File: config.mk
export PLATFORM = sky130hd
export DESIGN_NAME = kianv_clint
export DESIGN_NICKNAME = d
export VERILOG_FILES = /design/src/rtl/kianv_clint.sv
export SDC_FILE = /design/constraint.sdc
export NUM_CORES = 1
export LEC_CHECK = 0
export BUFFER_PORTS_ARGS = -buffer_cell sky130_fd_sc_hd__buf_2
export CORE_MARGIN = 4
export CORE_UTILIZATION = 52
export DETAILED_ROUTE_END_ITERATION = 8
export PLACE_DENSITY = 0.86
export SETUP_SLACK_MARGIN = 0.4
export SYNTH_ARGS = -nofsm -noshare
export SYNTH_HDL_FRONTEND = slang
export SYNTH_SLANG_ARGS = --single-unit
export TNS_END_PERCENT = 100
File: constraint.sdc
create_clock -name clk -period 2.5 [get_ports clk]
set_clock_uncertainty 0.1 [all_clocks]
set_input_delay 0 -clock clk [delete_from_list [all_inputs] [get_ports clk]]
set_output_delay 0 -clock clk [all_outputs]
set_load 0.03 [all_outputs]
File: src/rtl/kianv_clint.sv
// Core-local interruptor: msip/mtimecmp/mtime MMIO registers, prescaled timebase,
// and the machine software (IRQ3) and timer (IRQ7) interrupt lines.
module kianv_clint #(
    parameter int unsigned CLK_FREQ_HZ = 50_000_000,
    parameter int unsigned TIMEBASE_HZ = 10_000_000
) (
    input  logic        clk,
    input  logic        reset,
    input  logic        valid,
    output logic        ready,
    input  logic [15:0] addr,
    input  logic [3:0]  wmask,
    input  logic [31:0] wdata,
    output logic [31:0] rdata,
    output logic        IRQ3,
    output logic        IRQ7,
    output logic [63:0] mtime
);

    localparam int unsigned DIV   = CLK_FREQ_HZ / TIMEBASE_HZ;
    localparam int unsigned PRE_W = (DIV > 1) ? $clog2(DIV) : 1;

    localparam logic [13:0] W_MSIP    = 14'h0000;
    localparam logic [13:0] W_CMP_LO  = 14'h1000;
    localparam logic [13:0] W_CMP_HI  = 14'h1001;
    localparam logic [13:0] W_TIME_LO = 14'h2FFE;
    localparam logic [13:0] W_TIME_HI = 14'h2FFF;

    generate
        if (DIV < 1 || (CLK_FREQ_HZ % TIMEBASE_HZ) != 0) begin : g_bad_div
            $error("kianv_clint: CLK_FREQ_HZ must be an integer multiple (>=1) of TIMEBASE_HZ");
        end
    endgenerate

    typedef enum logic {
        IDLE = 1'b0,
        RESP = 1'b1
    } state_t;

    state_t             state, state_nxt;
    logic               accept_c;
    logic [PRE_W-1:0]   pre;
    logic               tick_c;
    logic [63:0]        mtimecmp;
    logic [13:0]        word_c;
    logic [31:0]        rd_c;
    logic               we_c;
    logic               unused_addr_lsb;

    // Address bits [1:0] carry no meaning in a word-aligned map.
    assign unused_addr_lsb = ^addr[1:0];
    assign word_c = addr[15:2];
    assign we_c   = accept_c && (wmask != 4'b0000);
    assign tick_c = (pre == PRE_W'(DIV - 1));

    function automatic logic [31:0] merge(input logic [31:0] old, input logic [31:0] din,
                                          input logic [3:0] m);
        logic [31:0] r;
        for (int i = 0; i < 4; i++) begin
            r[8*i +: 8] = m[i] ? din[8*i +: 8] : old[8*i +: 8];
        end
        return r;
    endfunction

    always_ff @(posedge clk) begin
        if (reset) state <= IDLE;
        else       state <= state_nxt;
    end

    // Bus FSM: accept in IDLE, respond for one cycle in RESP.
    always_comb begin
        state_nxt = state;
        accept_c  = 1'b0;
        case (state)
            IDLE: if (valid) begin
                accept_c  = 1'b1;
                state_nxt = RESP;
            end
            RESP: state_nxt = IDLE;
            default: state_nxt = IDLE;
        endcase
    end

    // Read mux over the current (pre-write) register values.
    always_comb begin
        rd_c = 32'd0;
        case (word_c)
            W_MSIP:    rd_c = {31'd0, IRQ3};
            W_CMP_LO:  rd_c = mtimecmp[31:0];
            W_CMP_HI:  rd_c = mtimecmp[63:32];
            W_TIME_LO: rd_c = mtime[31:0];
            W_TIME_HI: rd_c = mtime[63:32];
            default:   rd_c = 32'd0;
        endcase
    end

    always_ff @(posedge clk) begin
        if (reset) begin
            ready    <= 1'b0;
            rdata    <= 32'd0;
            IRQ3     <= 1'b0;
            IRQ7     <= 1'b0;
            mtimecmp <= '1;
            mtime    <= 64'd0;
            pre      <= '0;
        end else begin
            ready <= accept_c;
            rdata <= accept_c ? rd_c : 32'd0;
            pre   <= tick_c ? '0 : pre + PRE_W'(1);
            IRQ7  <= (mtime >= mtimecmp);

            if (we_c && word_c == W_MSIP && wmask[0]) IRQ3 <= wdata[0];
            if (we_c && word_c == W_CMP_LO) mtimecmp[31:0]  <= merge(mtimecmp[31:0], wdata, wmask);
            if (we_c && word_c == W_CMP_HI) mtimecmp[63:32] <= merge(mtimecmp[63:32], wdata, wmask);

            // A bus write to either mtime half suppresses that cycle's increment entirely.
            if (we_c && word_c == W_TIME_LO)      mtime[31:0]  <= merge(mtime[31:0], wdata, wmask);
            else if (we_c && word_c == W_TIME_HI) mtime[63:32] <= merge(mtime[63:32], wdata, wmask);
            else if (tick_c)                      mtime        <= mtime + 64'd1;
        end
    end

endmodule

Word level (Yosys, flattened, before mapping) --
Cells that the tools add are included.
Operators by class: reduce and logical (&&, ||, !) cells 29, add/sub/neg operators 2, $lt $le $gt $ge 1, bitwise gates (word level) 3, equal/unequal tests 14, multiplexer cells 12
Operators with widths (count):
- one-hot mux 32 bit (5 select lines) | 1
- 2-to-1 mux 32 bit | 3
- adder 64 x 1 -> 64 bit, second input constant | 1
- >= comparator 64 bit | 1
- 2-to-1 mux 64 bit | 1
- 2-to-1 mux 8 bit | 4
- == test 14 x 13 -> 1 bit, second input constant | 2
- == test 14 bit, second input constant | 2
- AND reduction 3 bit | 8
- != test 2 bit, second input constant | 9
- AND reduction 2 bit | 8
- logical NOT 14 bit | 1
- logical AND 1 bit | 7
- nonzero test 2 bit | 2
- nonzero test 4 bit | 1
- OR reduction 2 bit | 2
- adder 3 x 1 -> 3 bit, second input constant | 1
- == test 3 bit, second input constant | 1
- NOT 1 bit | 3
- 2-to-1 mux 1 bit | 2
- one-hot mux 1 bit (2 select lines) | 1
Word-level totals: bits in registers 167, bits of input ports 55, word-level logic and storage cells 83

Logic depth before layout (Yosys ltp) --
depth after elaboration 6, gate-level depth with buffers 10, depth with buffers taken out 8

Least setup slack after synthesis --
No wires, ideal clock.
path type reg-to-reg, start point reg mtime[1], end point reg mtime[52], setup slack -0.103 ns, required time 2.308 ns, arrival time 2.411 ns, stages on the path, launching flop included 9, setup time 0.092 ns, period minus slack after synthesis 2.603 ns, cell sequence dfxtp_1 -> ha_1 -> and3_1 -> and4_1 -> buf_2 -> nand2_1 -> or4_1 -> o31a_1 -> o32ai_1
Between the ends: longest elaborated chain between the ends 3
RTL lines:
- from (decl) | line 17 | output logic [63:0] mtime
- from (signal assigned) | line 117 | if (we_c && word_c == W_TIME_LO) mtime[31:0] <= merge(mtime[31:0], wdata, wmask);
- from (signal assigned) | line 119 | else if (tick_c) mtime <= mtime + 64'd1;
- adder 64 x 1 -> 64 bit | line 119
- 2-to-1 mux 64 bit | line 119
- 2-to-1 mux 32 bit | line 118 | else if (we_c && word_c == W_TIME_HI) mtime[63:32] <= merge(mtime[63:32], wdata, wmask);
Every way passes these cells. The select of a mux whose other input is x is not followed. A chain may end at the register's enable or synchronous reset.

Final worst setup path --
start point reg mtime[0], end point reg mtime[34]
The elaborated chain is that of the path after synthesis.

==> impl_metrics.yaml <==
synthesis:
  synth_area_um2: 10200
  netlist_instances: 1286
  synth_common_cells: "dfxtp_1 (166), nand2_1 (149), a21oi_1 (104)"
  syn-num-nets: 1408
  seq_area_frac_synth: 0.327
  synth-seq-cells: 166
  avgSynthCellArea_um2: 7.90
  synth_top_area_cell: "dfxtp_1"
  synth.most_common_cell: "dfxtp_1"
  async_flop_share: 0
  synth_edf_count: 0
  synth_area_leaders: "dfxtp_1 (33%), ha_1 (8.3%), nand2_1 (5.5%)"
  yosysWarnings: 0
  synth.top_cell.area_share: 0.327
  synth_cell_types: 61
  ys.flop_type: "dfxtp_1"
timing:
  min_period_over_period: 0.984
  relSlewSlack: 0.418
  maxSlewViolCount: 0
  tightestPinTransition_ns: 0.873
  finalSetupViolCount: 0
  rsz0062_at_grt: "yes"
  max_freq_ghz: 0.407
  worst_slack_ns: 0.0408
  setup-tns-final_ns: 0
  fin_crit_ns: 2.46
  hold_violations: 0
placed_design:
  placement.io_buffers: 151
  hpwlAfterDp_um: 26000
  post-place-ws_ns: 0.0386
  gp_congestion: 1.05
  place_inst: 1700
power_and_ir_drop:
  power.internal_w: 0.00414
  sw_frac_of_total: 0.260
  combinationalPowerShare: 0.066
  vdd_drop_max_mv: 0.498
  p_sw_w: 0.00146
  p_per_area_nw_per_um2: 401
  seqPwrFrac: 0.471
  leakagePower_nw: 6.28
  clkPwrFrac: 0.464
clocking:
  cts.clk_slew.worst_paths_ns: 0.07
  clock_path_buffers: 2
  numCtsBuffers: 17
  cts_root_buffer: "clkbuf_16"
  clock_latency_ns: 0.45
  cts.sink_count: 166
  cts_tree: "built"
  htree_levels: 4
global_route:
  track_usage: 0.340
  overflow: 0
  grt_pass1_vias: 11563
  grt_pass1_wl_um: 60200
  antenna_found_initial: 1
  grt_max_degree: 82
critical_path:
  crit_path_start_kind: "flip-flop"
  cp.arrival_ns: 2.71
  crit_type: "reg -> reg"
  crit_chain: "buf_6 > ha_4 > and3_4 > and4_4 > buf_6 > buf_6 > nand4_1 > nor3_1 > o21ai_0 > a21oi_1"
  required_ns: 2.75
  slowest_stage: "dfxtp_4"
  critPathMostFrequentCell: "buf_6"
  cp_max_fo: 4
  cp-end-kind: "flip-flop"
  r2r_slack_ns: 0.04
  cpPeakStageDelay_ns: 0.35
outcome:
  outcome: "finished with violations"
  failed_checks: "design-rule violations"
route:
  vias: 12679
  avgViaCountPerCell: 6.97
  routed_wl_um: 42300
  drc_errors: 19
  wl_per_cell_um: 23.3
  dr.pass1.iters: 9
  drt_iter0_drc: 2407
  detail-route-antenna-nets: 0
floorplanning:
  die_w_um: 148
  fp.dieH_um: 148
  rows: 50
  io-pin-count: 154
  dieArea_um2: 21800
  core_area_um2: 19000
  initial_utilization: 0.536
layout:
  area.growth.synth_to_final_pct: 37.3
  num_antenna_cells: 0
  fin_nets: 1669
  fill_cells: 1250
  multi_input_area_um2: 6920
  instances_no_fill: 1820
  drive_gt1_frac: 0.337
  final-seq-area_um2: 3450
job:
  cap_violations: 0
worst_hold_path:
  hold_path.class: "in -> reg"
==> placed cells by master, fill, tap and decap left out, types with 30 or more instances in the layout <==
cell type,count
buf_2,151
nand2_1,144
buf_4,115
dfxtp_1,111
a21oi_1,92
inv_1,74
o211ai_1,66
nor2_1,66
o21ai_0,58
ha_1,56
nand4_1,38
and2_1,35
dlygate4sd3_1,35
mux2_2,32
nand3_1,31
a222oi_1,31
dfxtp_2,30
==> worst paths after layout <==
kind	cells past startpoint	end	start
max	10	mtime[34]	mtime[0]
min	4	mtimecmp[0]	reset
max reg2reg	10	mtime[34]	mtime[0]
min reg2reg	2	rdata[28]	mtimecmp[60]
==> cells by family after synthesis <==
family	synth area share
compound gates	0.254
fa+ha+maj	0.0825
buf+inv	0.0636
flops	0.327
mux	0.0414
simple gates	0.232
==> flip-flops by register name, summed over array words and instances (netlist names) <==
signal and flops:
rdata 32, IRQ3 1, mtimecmp 64, state 1
mtime 64, pre 3, IRQ7 1
==> per-layer routing <==
| metal | GRT usage | vias up | share of wire |
|---|---|---|---|
| li1 | - | 5307 | - |
| met5 | 0 | - | 0.00033 |
| met3 | 0.0889 | 368 | 0.13 |
| met4 | 0.171 | 2 | 0.072 |
| met2 | 0.550 | 1230 | 0.44 |
| met1 | 0.420 | 5772 | 0.35 |
==> cell type report <==
cell class | count | area share
multi-input cells | 954 | 0.496
flip-flops and latches | 166 | 0.248
repair buffers | 332 | 0.172
clock buffers | 20 | 0.0335
well taps | 260 | 0.0233
inverters | 76 | 0.0206
clock inverters | 12 | 0.00646
==> stage by stage <==
step            util  cell area, um2  power [W]  hold WS, ns
5_1_grt        0.736           13900    0.00571       0.0294
2_1_floorplan      -           10400    0.00283      -0.0173
6_report       0.736           13900    0.00559       0.0227
3_5_place_dp   0.626           11900    0.00298        0.185
4_1_cts        0.698           13200    0.00553       0.0133
3_3_place_gp   0.626           11900    0.00298        0.185
==> what timing repair did <==
action                     in CTS  in global routing
setup endpoints to repair      62                 74
cloned                          2                  1
pin swaps                      32                 46
hold buffers                   35                  0
setup buffers                  24                 26
hold endpoints to repair      129                  0
gates resized for setup        66                111
==> worst max-delay path: cells and delay by family (launching register included) <==
family | cells | cell delay, ns
AND/OR/NAND/NOR | 4 | 1.03
AO/OA/AOI/OAI | 2 | 0.43
flip-flops | 1 | 0.35
buffers and inverters | 3 | 0.31
adder cells (fa/ha/maj) | 1 | 0.13
==> power groups by stage <==
stage	Combinational (W)	Clock, W	Sequential (W)
after global placement	0.000273	0	0.00270
after global routing	0.000379	0.00270	0.00263
after CTS	0.000332	0.00256	0.00264
after floorplan	0.000113	0	0.00272
after detailed placement	0.000278	0	0.00271
final	0.000368	0.00259	0.00263
Power figures use the tool's default switching activity.
